**src/rtl/alu_pipe.sv**
```systemverilog
// Two-stage pipelined Y-86 execute ALU (add/sub/and/xor) with registered ZF/SF/OF
// and valid/ready handshakes. Define ALU_EXT_OPS_EN to add op 4 (or) and op 5 (shl).
module alu_pipe #(
  parameter int W   = 64,
  parameter int OPW = 4
) (
  input  logic           clk,
  input  logic           rst,
  input  logic           in_valid,
  output logic           in_ready,
  input  logic [OPW-1:0] op,
  input  logic [W-1:0]   a,
  input  logic [W-1:0]   b,
  input  logic           set_cc,
  output logic           out_valid,
  input  logic           out_ready,
  output logic [W-1:0]   result,
  output logic           out_err,
  output logic           zf,
  output logic           sf,
  output logic           of
);

  localparam logic [OPW-1:0] OP_ADD = OPW'(0);
  localparam logic [OPW-1:0] OP_SUB = OPW'(1);
  localparam logic [OPW-1:0] OP_AND = OPW'(2);
  localparam logic [OPW-1:0] OP_XOR = OPW'(3);
`ifdef ALU_EXT_OPS_EN
  localparam logic [OPW-1:0] OP_OR  = OPW'(4);
  localparam logic [OPW-1:0] OP_SHL = OPW'(5);
  localparam int SHW = $clog2(W);
`endif

  // vld_pipe[1]: S1 occupied, vld_pipe[2]: S2 occupied (drives out_valid)
  logic [2:1]     vld_pipe;
  logic [OPW-1:0] op1;
  logic [W-1:0]   a1, b1;
  logic           cc1;
  logic           adv2, accept;
  logic [W-1:0]   res;
  logic           ill, ovf;

  assign adv2      = vld_pipe[1] & (~vld_pipe[2] | out_ready);
  assign in_ready  = ~vld_pipe[1] | adv2;
  assign accept    = in_valid & in_ready;
  assign out_valid = vld_pipe[2];

  always_comb begin
    res = '0;
    ill = 1'b0;
    ovf = 1'b0;
    case (op1)
      OP_ADD: begin
        res = b1 + a1;
        ovf = (a1[W-1] == b1[W-1]) & (res[W-1] != b1[W-1]);
      end
      OP_SUB: begin
        res = b1 - a1;
        ovf = (a1[W-1] != b1[W-1]) & (res[W-1] != b1[W-1]);
      end
      OP_AND: res = b1 & a1;
      OP_XOR: res = b1 ^ a1;
`ifdef ALU_EXT_OPS_EN
      OP_OR:  res = b1 | a1;
      OP_SHL: res = b1 << a1[SHW-1:0];
`endif
      default: ill = 1'b1;
    endcase
  end

  always_ff @(posedge clk or posedge rst) begin
    if (rst) begin
      vld_pipe <= '0;
      op1      <= '0;
      a1       <= '0;
      b1       <= '0;
      cc1      <= 1'b0;
      result   <= '0;
      out_err  <= 1'b0;
      zf       <= 1'b1;
      sf       <= 1'b0;
      of       <= 1'b0;
    end else begin
      if (accept) begin
        vld_pipe[1] <= 1'b1;
        op1         <= op;
        a1          <= a;
        b1          <= b;
        cc1         <= set_cc;
      end else if (adv2) begin
        vld_pipe[1] <= 1'b0;
      end

      if (adv2) begin
        vld_pipe[2] <= 1'b1;
        result      <= res;
        out_err     <= ill;
        // illegal ops never touch the flags, even with set_cc
        if (cc1 & ~ill) begin
          zf <= (res == '0);
          sf <= res[W-1];
          of <= ovf;
        end
      end else if (out_ready) begin
        vld_pipe[2] <= 1'b0;
      end
    end
  end

endmodule
```
**config.mk**
```make
export PLATFORM = sky130hd
export DESIGN_NAME = alu_pipe
export DESIGN_NICKNAME = d
export VERILOG_FILES = /design/src/rtl/alu_pipe.sv
export SDC_FILE = /design/constraint.sdc
export NUM_CORES = 1
export LEC_CHECK = 0
export CAP_MARGIN = 20
export CELL_PAD_IN_SITES_DETAIL_PLACEMENT = 1
export CELL_PAD_IN_SITES_GLOBAL_PLACEMENT = 2
export CORE_AREA = 2 2 243 221
export CTS_BUF_LIST = sky130_fd_sc_hd__clkbuf_8
export DETAILED_ROUTE_END_ITERATION = 16
export DIE_AREA = 0 0 245 223
export PLACE_DENSITY_LB_ADDON = 0.05
export SYNTH_ARGS = -nofsm -noshare
export SYNTH_HDL_FRONTEND = slang
export SYNTH_SLANG_ARGS = --single-unit
export TNS_END_PERCENT = 1
```
**constraint.sdc**
```tcl
create_clock -name clk -period 9.55 [get_ports clk]
set_input_delay 1.91 -clock clk [delete_from_list [all_inputs] [get_ports clk]]
set_output_delay 1.91 -clock clk [all_outputs]
set_load 0.01 [all_outputs]
```
==> out/qor.yml <==
outcome: "completed"
ctsResizeCount: 0
slew_headroom: 0.181
synth-seq-cells: 203
fmax_mhz: 169
synth_top_area_cell: "dfrtp_1"
sequentialPowerShare: 0.239
critPathLaunchType: "flop"
drv_slew: 0
rsz0062_at_grt: "false"
core_um2: 52400
drt_iter0_drc: 1510
critPathArrivalTime_ns: 6.44
ys_types: 85
synthToLayoutAreaGrowth_pct: 19.2
finalCriticalPeriod_ns: 5.90
numClockSinks: 203
cp_common_cell: "nand4_1"
drc: 0
cp.required_ns: 10.08
grt_pass1_vias: 19200
htree_levels: 2
ys_top_cells_by_count: "nand2_1 (245), dfrtp_1 (202), a21oi_1 (193), nor2_1 (179), o21ai_0 (160)"
rows: 80
synth_fp_nets: 2536
gp_congestion: 0.931
r2r-end: "zf"
crit_type: "reg -> reg"
min_from: "result[53]"
yosys_warnings: 0
cts_buffer_depth: 3
startpoint: "a1[7]"
internal_power_mw: 2.47
layout-drive-gt1-share: 0.107
wirelength_um: 84400
antenna_found_initial: 1
p_sw_frac: 0.491
grt_max_degree: 95
synthCells: 2269
nets: 2682
power.switching_mw: 2.38
die-area_um2: 54600
clkTransAtPathRegs_ns: 0.07
slowest_delay_ns: 0.90
io_buffers: 206
root_buffer: "clkbuf_8"
syn_area_per_cell_um2: 7.99
chipHeight_um: 223
io_pins: 207
vias: 19000
yosysSeqAreaShare: 0.280
end_kind: "flop"
tightest_slew_ns: 1.23
drv_cap: 0
critPathCapture: "zf"
postCtsSetupRepairBufs: 0
post_drt_wl_per_cell_um: 26.9
synth.most_common_cell: "nand2_1"
async_flop_share: 1.00
first_pass_iters: 6
p_clk_frac: 0.183
path_buf_inv: 1
overflow: 0
hpwl_um: 64800
cpMaxStageDelayCell: "a221oi_1"
combPwrFrac: 0.578
fin_crit_sh: 0.618
crit_family: "compound AO/OA/AOI/OAI gates"
r2r_start: "a1[7]"
cp_max_fo: 14
synth_area_leaders: "dfrtp_1 (28%), mux2_2 (8.9%), ha_1 (8.8%), a21oi_1 (5.3%), nand2_1 (5.1%)"
dp_cells: 3069
netlist_area_um2: 18100
cts_tree: "done"
reg2reg_depth: 15
synthFlopType: "dfrtp_1"
grt_pass1_wl_um: 126000
synth_edf_count: 0
cts_hold_buf: 0
ant_nets: 0
instances_no_fill: 3136
tns_ns: 0
initial_utilization: 0.346
vdd_drop_max_mv: 0.133
synth_top_area_share: 0.279
powerDensity_nw_per_um2: 224
numCtsBuffers: 38
fin_skew_ns: 0.0385
path_cells: "inv_1, ha_1, or3_1, or4_1, a21oi_2, o2111ai_1, nand3b_1, a31oi_2, o21ai_0, xnor2_1, a221oi_1, nand4_1, nor4_2, nand4_1, o41ai_2"
insertion_delay_ns: 0.64
regToRegSetupSlack_ns: 3.65
min-delay-path-class: "reg -> reg"
vias_per_cell: 6.07
hold_viol: 0
die_x_um: 245
grt_use_total: 0.307
p_leak_nw: 8.98
worst-path-stages: 15
setup_viol: 0
[per-layer routing]
metal / part of all wire / track usage / wire, µm / up-vias
met1: 0.46 / 0.437 / 39200 / 9519
met2: 0.43 / 0.460 / 36000 / 729
met4: 0.032 / 0.103 / 2730 / 0
met5: 0 / 0 / 0 / -
li1: - / - / - / 8629
met3: 0.077 / 0.0646 / 6500 / 143
[registers in the layout (all words and copies together) (netlist names), 2 cells and up]
name      cells
b1           64
vld_pipe      2
result       64
a1           64
op1           4
[layout by cell type (no fill, tap or decap), types with 63 or more instances in the layout]
cell type,netlist,layout
nand3_1,63,63
o21ai_0,160,160
clkdlybuf4s50_1,0,206
dfrtp_1,202,202
ha_1,128,128
a21oi_1,193,193
nand2_1,245,241
nor2_1,179,174
mux2_2,143,143
inv_1,142,153
[worst min-delay path by stage]
| stage | end | slack (ns) | depth (start not counted) |
|---|---|---|---|
| 6_report | result[53] | 0.47 | 2 |
| 5_1_grt | result[25] | 0.49 | 2 |
| 4_1_cts | result[25] | 0.47 | 2 |
| 3_5_place_dp | result[25] | 0.46 | 2 |
| 3_3_place_gp | result[25] | 0.46 | 2 |
| 2_1_floorplan | vld_pipe[2] | 0.47 | 1 |
[power by group through the flow]
stage                     logic (mW)  clock network [mW]  registers, mW
after global routing            3.02               0.957           1.18
after global placement          2.72                   0           1.16
final                           2.80               0.888           1.16
after detailed placement        2.74                   0           1.17
after floorplan                 1.65                   0           1.17
after CTS                       2.75               0.922           1.16
[worst reg2reg max path: cells and delay by family (launching register included)]
kind / cells / cell delay [ns]
compound gates: 6 / 2.86
xor+xnor: 1 / 0.14
fa+ha+maj: 1 / 0.48
buf+inv: 1 / 0.05
flops: 1 / 0.37
simple gates: 6 / 1.91
[cell type report]
type | instances | area [µm²]
Fill cell | 6302 | 30800
Multi-Input combinational cell | 1784 | 12000
Sequential cell | 203 | 5080
Timing Repair Buffer | 243 | 2340
Tap cell | 697 | 872
Clock buffer | 43 | 592
Inverter | 145 | 552
Clock inverter | 20 | 153
Antenna cell | 1 | 2.50
[through the flow]
stage                     hold slack [ns]  power (mW)  utilization  instance area, µm²  setup WS, ns
after floorplan                     0.471        2.82            -               18100          2.10
after global placement              0.455        3.88        0.398               20800          3.54
after detailed placement            0.460        3.91        0.398               20800          3.47
after CTS                           0.474        4.83        0.412               21600          3.83
after global routing                0.494        5.16        0.413               21600          3.57
final                               0.473        4.85        0.413               21600          3.65
[logic make-up (layout without fill, tap and decap cells)]
kind of cell,count (synthesis),count (layout),synth area share
other,0,1,0
AND/OR/NAND/NOR,747,747,0.196
adder cells (fa/ha/maj),130,130,0.0906
multiplexers,159,159,0.0984
XOR/XNOR,34,34,0.0164
buffers and inverters,282,451,0.0591
flip-flops,203,203,0.280
AO/OA/AOI/OAI,714,714,0.259
Power figures use the tool's default switching activity.
